## config.mk

```make
export PLATFORM = sky130hd
export DESIGN_NAME = datapath_controller_flat
export DESIGN_NICKNAME = d
export VERILOG_FILES = /design/src/rtl/datapath_controller_if.sv /design/src/rtl/datapath_controller.sv /design/src/flat_wrapper.sv
export SDC_FILE = /design/constraint.sdc
export NUM_CORES = 1
export LEC_CHECK = 0
export CAP_MARGIN = 30
export CELL_PAD_IN_SITES_DETAIL_PLACEMENT = 1
export CELL_PAD_IN_SITES_GLOBAL_PLACEMENT = 1
export CORE_MARGIN = 8
export CORE_UTILIZATION = 37
export CTS_CLUSTER_DIAMETER = 150
export DETAILED_ROUTE_END_ITERATION = 10
export HOLD_SLACK_MARGIN = 0.08
export PLACE_DENSITY_LB_ADDON = 0.15
export SYNTH_ARGS = -nofsm -noshare
export SYNTH_HDL_FRONTEND = slang
export SYNTH_SLANG_ARGS = --single-unit
export TNS_END_PERCENT = 30
```

## constraint.sdc

```tcl
create_clock -name clk -period 2.38 [get_ports clk]
set_input_delay 0.476 -clock clk [delete_from_list [all_inputs] [get_ports clk]]
set_output_delay 0.476 -clock clk [all_outputs]
set_load 0.01 [all_outputs]
```

## src/rtl/datapath_controller_if.sv

```systemverilog
// Bundles the instruction handshake and the datapath control outputs of datapath_controller.
// The controller uses the slave modport; the instruction source/observer uses master.
interface datapath_controller_if;
  logic [15:0] instr;
  logic        instr_valid;
  logic        instr_ready;
  logic [15:0] regEnable;
  logic [3:0]  a_select;
  logic [3:0]  b_select;
  logic        use_imm;
  logic [15:0] immediate;
  logic [7:0]  opCode;
  logic        busy;
  logic        retired;

  modport master (
    output instr, instr_valid,
    input  instr_ready, regEnable, a_select, b_select, use_imm,
           immediate, opCode, busy, retired
  );

  modport slave (
    input  instr, instr_valid,
    output instr_ready, regEnable, a_select, b_select, use_imm,
           immediate, opCode, busy, retired
  );
endinterface

```

## src/rtl/datapath_controller.sv

```systemverilog
// Multi-cycle FETCH/DECODE/SETTLE/EXEC sequencer driving register-file/ALU controls.
// Optional macro DPCTRL_PERF_CNT_EN adds a 16-bit wrapping retired_count output.
module datapath_controller #(
  parameter int WB_DELAY     = 0,
  parameter bit IMM_SIGN_EXT = 1'b1
) (
  input  logic clk,
  input  logic reset,
`ifdef DPCTRL_PERF_CNT_EN
  output logic [15:0] retired_count,
`endif
  datapath_controller_if.slave bus
);

  typedef enum logic [1:0] {S_FETCH, S_DECODE, S_SETTLE, S_EXEC} state_t;

  localparam logic [3:0] LP_LAST = (WB_DELAY > 0) ? 4'(WB_DELAY - 1) : 4'd0;

  state_t      r_state;
  logic [15:0] r_ir;
  logic [3:0]  r_cnt;
  logic        r_ready;
  logic        r_busy;
  logic        r_retired;
  logic        r_use_imm;
  logic [15:0] r_regen;
  logic [15:0] r_imm;
  logic [3:0]  r_a;
  logic [3:0]  r_b;
  logic [7:0]  r_op;

  logic [3:0]  w_op;
  logic [3:0]  w_ext;
  logic [3:0]  w_rs;
  logic [15:0] w_imm_ext;
  logic [15:0] w_onehot;
  logic        w_nowrite;
  logic        w_go_exec;

  assign w_op      = bus.instr[15:12];
  assign w_ext     = bus.instr[7:4];
  assign w_rs      = bus.instr[3:0];
  assign w_imm_ext = IMM_SIGN_EXT ? {{8{bus.instr[7]}}, bus.instr[7:0]}
                                  : {8'h00, bus.instr[7:0]};

  // NOP, CMP and CMPI only update flags; they retire without a register write.
  assign w_nowrite = (r_ir == 16'h0000)
                   || ((r_ir[15:12] == 4'h0) && (r_ir[7:4] == 4'hB))
                   || (r_ir[15:12] == 4'hB);

  assign w_go_exec = ((r_state == S_DECODE) && (WB_DELAY == 0))
                   || ((r_state == S_SETTLE) && (r_cnt == LP_LAST));

  for (genvar gi = 0; gi < 16; gi++) begin : g_onehot
    assign w_onehot[gi] = (r_ir[11:8] == 4'(gi));
  end

  always_ff @(posedge clk or negedge reset) begin
    if (!reset) begin
      r_state   <= S_FETCH;
      r_ir      <= '0;
      r_cnt     <= '0;
      r_ready   <= 1'b0;
      r_busy    <= 1'b0;
      r_retired <= 1'b0;
      r_use_imm <= 1'b0;
      r_regen   <= '0;
      r_imm     <= '0;
      r_a       <= '0;
      r_b       <= '0;
      r_op      <= '0;
    end else begin
      r_regen   <= '0;
      r_retired <= 1'b0;
      case (r_state)
        S_FETCH: begin
          r_ready <= 1'b1;
          // Decoded controls are loaded on the accept edge so they are valid in DECODE.
          if (r_ready && bus.instr_valid) begin
            r_ir    <= bus.instr;
            r_state <= S_DECODE;
            r_ready <= 1'b0;
            r_busy  <= 1'b1;
            r_a     <= bus.instr[11:8];
            if (w_op == 4'h0) begin
              r_b       <= w_rs;
              r_use_imm <= 1'b0;
              r_op      <= {4'h0, w_ext};
            end else begin
              r_b       <= 4'h0;
              r_use_imm <= 1'b1;
              r_op      <= {w_op, 4'h0};
              r_imm     <= w_imm_ext;
            end
          end
        end
        S_DECODE: begin
          r_cnt <= '0;
          if (!w_go_exec) r_state <= S_SETTLE;
        end
        S_SETTLE: begin
          if (!w_go_exec) r_cnt <= r_cnt + 4'd1;
        end
        S_EXEC: begin
          r_state <= S_FETCH;
          r_busy  <= 1'b0;
          r_ready <= 1'b1;
        end
        default: r_state <= S_FETCH;
      endcase
      if (w_go_exec) begin
        r_state   <= S_EXEC;
        r_retired <= 1'b1;
        r_regen   <= w_nowrite ? 16'h0000 : w_onehot;
      end
    end
  end

`ifdef DPCTRL_PERF_CNT_EN
  logic [15:0] r_retired_count;

  always_ff @(posedge clk or negedge reset) begin
    if (!reset)         r_retired_count <= '0;
    else if (w_go_exec) r_retired_count <= r_retired_count + 16'd1;
  end

  assign retired_count = r_retired_count;
`endif

  assign bus.instr_ready = r_ready;
  assign bus.regEnable   = r_regen;
  assign bus.a_select    = r_a;
  assign bus.b_select    = r_b;
  assign bus.use_imm     = r_use_imm;
  assign bus.immediate   = r_imm;
  assign bus.opCode      = r_op;
  assign bus.busy        = r_busy;
  assign bus.retired     = r_retired;

endmodule

```

## src/flat_wrapper.sv

```systemverilog
// flat-port wrapper written by rule: the top's interface ports become plain ports
module datapath_controller_flat 
#(
  parameter int WB_DELAY     = 0,
  parameter bit IMM_SIGN_EXT = 1'b1
)
  (clk, reset, bus_instr, bus_instr_valid, bus_instr_ready, bus_regEnable, bus_a_select, bus_b_select, bus_use_imm, bus_immediate, bus_opCode, bus_busy, bus_retired);
  datapath_controller_if bus_i ();
  input  logic clk;
  input  logic reset;
  input wire logic [$bits(bus_i.instr)-1:0] bus_instr;
  input wire logic [$bits(bus_i.instr_valid)-1:0] bus_instr_valid;
  output wire logic [$bits(bus_i.instr_ready)-1:0] bus_instr_ready;
  output wire logic [$bits(bus_i.regEnable)-1:0] bus_regEnable;
  output wire logic [$bits(bus_i.a_select)-1:0] bus_a_select;
  output wire logic [$bits(bus_i.b_select)-1:0] bus_b_select;
  output wire logic [$bits(bus_i.use_imm)-1:0] bus_use_imm;
  output wire logic [$bits(bus_i.immediate)-1:0] bus_immediate;
  output wire logic [$bits(bus_i.opCode)-1:0] bus_opCode;
  output wire logic [$bits(bus_i.busy)-1:0] bus_busy;
  output wire logic [$bits(bus_i.retired)-1:0] bus_retired;
  assign bus_i.instr = bus_instr;
  assign bus_i.instr_valid = bus_instr_valid;
  assign bus_instr_ready = bus_i.instr_ready;
  assign bus_regEnable = bus_i.regEnable;
  assign bus_a_select = bus_i.a_select;
  assign bus_b_select = bus_i.b_select;
  assign bus_use_imm = bus_i.use_imm;
  assign bus_immediate = bus_i.immediate;
  assign bus_opCode = bus_i.opCode;
  assign bus_busy = bus_i.busy;
  assign bus_retired = bus_i.retired;
  datapath_controller #(.WB_DELAY(WB_DELAY), .IMM_SIGN_EXT(IMM_SIGN_EXT)) u_core (.clk(clk), .reset(reset), .bus(bus_i));
endmodule
```

Word-level counts from Yosys, hierarchy flattened
Index checks and enable logic that the tools add are counted.
- output and inout bits: 52
- logic and storage cells: 72
- register bits: 66
- eq/ne operators: 23
- bitwise operators: 1
- reduce and logical (&&, ||, !) cells: 20
- add/subtract/negate cells: 1
- muxes and demuxes: 15
- operator list (operator ; count):
    == test 4 bit, second input constant ; 10
    two-way mux 16 bit ; 2
    == test 4 x 3 -> 1 bit, second input constant ; 4
    logical NOT 16 bit ; 1
    logical NOT 4 bit ; 4
    == test 4 x 2 -> 1 bit, second input constant ; 2
    two-way mux 4 bit ; 2
    two-way mux 8 bit ; 1
    case mux 4 bit (2 select lines) ; 1
    AND reduction 2 bit ; 4
    case mux 2 bit (3 select lines) ; 1
    adder 4 x 1 -> 4 bit, second input constant ; 1
    == test 2 bit, second input constant ; 2
    == test 4 x 1 -> 1 bit, second input constant ; 1
    two-way mux 1 bit ; 4
    two-way mux 2 bit ; 2
    case mux 1 bit (2 select lines) ; 2
    nonzero test 2 bit ; 2
    nonzero test 4 bit ; 1
    logical AND 1 bit ; 3
    logical OR 1 bit ; 3
    != test 3 x 1 -> 1 bit, second input constant ; 1
    AND reduction 3 bit ; 1
    == test 2 x 1 -> 1 bit, second input constant ; 1
    other kinds (4) ; 4

Logic depth before layout (Yosys ltp)
- depth in word-level cells: 6
- mapped depth: 7

Least setup slack after synthesis
OpenSTA, ideal clock, no wires.
- path kind: in2reg
- start point: in bus_instr[14]
- end point: reg u_core.r_imm[0], in the netlist u_core.bus.immediate[0]
- data arrival time: 1.578 ns
- stages: 4
- setup slack: 0.677 ns
- data required time: 2.255 ns
- path through: or4_4 and2_4 buf_6 mux2_4
- longest elaborated chain between the ends: 3
- RTL lines (element ; line ; source):
    from (decl) ; flat_wrapper.sv:11 ; input wire logic [$bits(bus_i.instr)-1:0] bus_instr;
    logical NOT 4 bit ; datapath_controller.sv:85 ; if (w_op == 4'h0) begin
    inverter 1 bit (no source line) ; n/a ;
    AND reduction 3 bit (no source line) ; n/a ;
    to (signal assigned) ; datapath_controller.sv:93 ; r_imm <= w_imm_ext;
    to (decl) ; datapath_controller.sv:27 ; logic [15:0] r_imm;
Every way passes these cells.
A chain may end at the register's enable or synchronous reset.

Worst setup path after layout
- start point: reg u_core.r_state[0]
- end point: reg u_core.r_regen[11], in the netlist u_core.bus.regEnable[11]
- longest elaborated chain between the ends: 4
- elaborated cells between the ends (all ways): 5
- classes of those cells: 2 x eq/ne; 1 x mux; 2 x reduce/logical
- RTL lines (element ; line ; source):
    from (decl) ; datapath_controller.sv:19 ; state_t r_state;
    from (signal assigned) ; datapath_controller.sv:60 ; r_state <= S_FETCH;
    from (signal assigned) ; datapath_controller.sv:81 ; r_state <= S_DECODE;
    from (signal assigned) ; datapath_controller.sv:99 ; if (!w_go_exec) r_state <= S_SETTLE;
    == test 2 bit ; datapath_controller.sv:52 ; || ((r_state == S_SETTLE) && (r_cnt == LP_LAST));
    logical AND 1 bit ; datapath_controller.sv:52 ;
    logical OR 1 bit (*) ; datapath_controller.sv:52 ;
    two-way mux 16 bit (*) ; datapath_controller.sv:111 ; if (w_go_exec) begin
    to (signal assigned) ; datapath_controller.sv:114 ; r_regen <= w_nowrite ? 16'h0000 : w_onehot;
    to (decl) ; datapath_controller.sv:26 ; logic [15:0] r_regen;
Every way passes the cells marked *; elsewhere a longest branch is shown, timed or not.

==> qor.yml <==
layout:
  postLayoutCoreUtil: 0.510
  num_antenna_cells: 0
  syn_to_final_growth_pct: 35.3
  drive_gt1_frac: 0.127
  nets: 327
  fill_cells: 798
critical_path:
  r2r_start: "u_core.r_state[0]"
  path_max_fanout: 8
  startpoint: "u_core.r_state[0]"
  r2r_end: "u_core.bus.regEnable[11]"
  cp-end-kind: "flip-flop"
  cp.arrival_ps: 2250
  worstSetupPathType: "reg -> reg"
  required_ps: 2550
  reg2regPathDepth: 5
  crit_path_end: "u_core.bus.regEnable[11]"
  start_kind: "flip-flop"
  rrSetupSlack_ps: 300
timing:
  slew_viol_final: 0
  finClkSkew_ps: 9.69
  setup_tns_ps: 0
  worst_pin_slew_ps: 719
  min_period_ps: 2080
  rsz0062_at_grt: "false"
  min_period_over_period: 0.876
  slew_headroom: 0.517
  clock.fmax_mhz: 480
  final_hold_viol_count: 0
  finalSetupViolCount: 0
routing:
  routed_wl_um: 6490
  drt_pass1_iterations: 4
  viasPerCell: 4.80
  wl_met3_um: 311
  postRouteAntennaNets: 0
  routedLengthMet1_um: 2940
  drtIter0Drc: 48
  drcViolationCount: 0
  met2_length_um: 3140
  vias: 1942
  wl_per_cell_um: 16.0
  highest_layer: "met4"
synth:
  avgSynthCellArea_um2: 11.4
  synth_seq_cells: 62
  synth_top_area_frac: 0.577
  yosys.area.top_type: "dfrtp_1"
  syn_nets: 261
  syn-cell-area_um2: 2690
  yosysMostFrequentCell: "dfrtp_1"
  synth_commonest_cells: "dfrtp_1 (62), nand2_1 (57), buf_4 (12)"
  yosys_warnings: 0
  netlist_instances: 235
  synth_seq_area_share: 0.577
  synthTopCellsByArea: "dfrtp_1 (58%), nand2_1 (8.0%), mux2_4 (4.5%), buf_4 (3.4%), ha_1 (3.3%)"
  synth_edf_count: 0
  async_flop_share: 1.00
  ys.flop_type: "dfrtp_1"
  synthDistinctLibCells: 40
clocking:
  htree_levels: 3
  cts_tree: "yes"
  clk_latency_ps: 340
  ctsResizeCount: 0
  cts_root_buf: "clkbuf_8"
  clk_path_buf_depth: 2
  clk_pin_slew_ps: 70
  cts_setup_buffers: 0
  cts_made_buffers: 9
  cts_hold_buf: 0
  clock-sinks: 62
pwr:
  leakage_nw: 1.65
  power.density_cell_area_nw_per_um2: 1230
  ir_drop_uv: 518
placed_design:
  routabilityCongestion: 0.705
  port_buffers: 70
  post-dp-hpwl_um: 4840
floorplan:
  dieArea_um2: 10300
  core_area_um2: 7140
  die_w_um: 101
  ios: 71
  die_y_um: 101
  initial_core_util: 0.377
  rows: 31
run:
  cap_violations: 0
min_path:
  hold_path.class: "in -> async"
grt:
  grt_first_pass_wirelength_um: 10800
  grt_pass1_vias: 2095
  grt_antenna_before_repair: 0
  grt_start_max_net_pins: 37
  grt_use_total: 0.136
  gr-total-overflow: 0
run_status:
  status: "finished clean"
-- logic make-up (layout without fill, tap and decap cells) --
family,after synthesis,after routing,share of synthesized area
AO/OA/AOI/OAI,37,37,0.124
multiplexers,9,9,0.0484
buffers and inverters,30,101,0.0619
AND/OR/NAND/NOR,90,90,0.156
adder cells (fa/ha/maj),7,7,0.0326
flip-flops,62,62,0.577
-- layer usage --
layer  GRT usage  vias up
li1            -      937
met1       0.167      948
met2       0.220       48
met3      0.0364        9
met4      0.0584        0
met5           0        -
-- stage by stage --
step                      hold slack [ps]  cell area (um^2)  total power [mW]  setup slack [ps]  std cells
after floorplan                       180              2690              2.78               677        235
after global placement                451              3430              3.50               280        389
after detailed placement              459              3430              3.55               255        389
after CTS                             170              3640              4.53               286        405
after global routing                  205              3640              4.78              66.0        405
final                                 156              3640              4.46               295        405
-- worst min path at each step --
| stage | startpoint | to | slack, ps | depth (start not counted) |
|---|---|---|---|---|
| 4_1_cts | reset | u_core.bus.busy | 170 | 1 |
| 6_report | reset | u_core.bus.regEnable[4] | 160 | 1 |
| 2_1_floorplan | reset | u_core.bus.a_select[0] | 180 | 0 |
| 5_1_grt | reset | u_core.bus.busy | 200 | 1 |
| 3_5_place_dp | u_core.r_ir[2] | u_core.r_ir[2] | 460 | 2 |
| 3_3_place_gp | u_core.r_ir[3] | u_core.r_ir[3] | 450 | 2 |
-- cells in the final DEF, fill, tap and decap left out, drive strengths merged, types with 2 or more instances in the layout --
| cell type | Yosys | routed |
|---|---|---|
| o211ai | 2 | 2 |
| nand2 | 57 | 57 |
| nor3 | 10 | 10 |
| ha | 7 | 7 |
| o31ai | 2 | 2 |
| inv | 10 | 10 |
| nand3 | 3 | 3 |
| nor2 | 4 | 4 |
| nand2b | 3 | 3 |
| a22o | 8 | 8 |
| a2111oi | 8 | 8 |
| mux2 | 8 | 8 |
| nand4b | 2 | 2 |
| clkdlybuf4s50 | 0 | 69 |
| a21o | 2 | 2 |
| nor2b | 2 | 2 |
| or4 | 4 | 4 |
| clkinvlp | 0 | 3 |
| a21oi | 4 | 4 |
| buf | 16 | 6 |
| clkbuf | 4 | 11 |
| o21ai | 3 | 3 |
| dfrtp | 62 | 62 |
-- worst max-delay path: stages, from the launching register on --
cell and delay (ps):
dfrtp_1 420, inv_1 120, ha_1 300, and4bb_4 340
o211ai_2 180, a2111oi_0 550
-- where the power goes --
part / internal (mW) / switching (mW) / leakage (nW)
registers: 1.40 / 0.293 / 0.805
logic: 0.948 / 0.868 / 0.751
clock network: 0.538 / 0.418 / 0.0976
-- flip-flops by register name (all words and copies together), names as in the netlist --
name                    cells
u_core.bus.immediate        8
u_core.bus.retired          1
u_core.bus.regEnable       16
u_core.r_cnt                4
u_core.bus.use_imm          1
u_core.bus.opCode           8
u_core.bus.instr_ready      1
u_core.r_ir                13
u_core.r_state              2
u_core.bus.a_select         3
u_core.bus.busy             1
u_core.bus.b_select         4
-- final cells by class --
class | instances | area, um^2 | share of cell area
multi-input cells | 143 | 971 | 0.267
clock buffers | 11 | 151 | 0.0416
repair buffers | 75 | 746 | 0.205
flip-flops and latches | 62 | 1550 | 0.426
well taps | 99 | 124 | 0.0340
clock inverters | 5 | 57.6 | 0.0158
inverters | 10 | 37.5 | 0.0103
(Power assumes the default switching activity.)
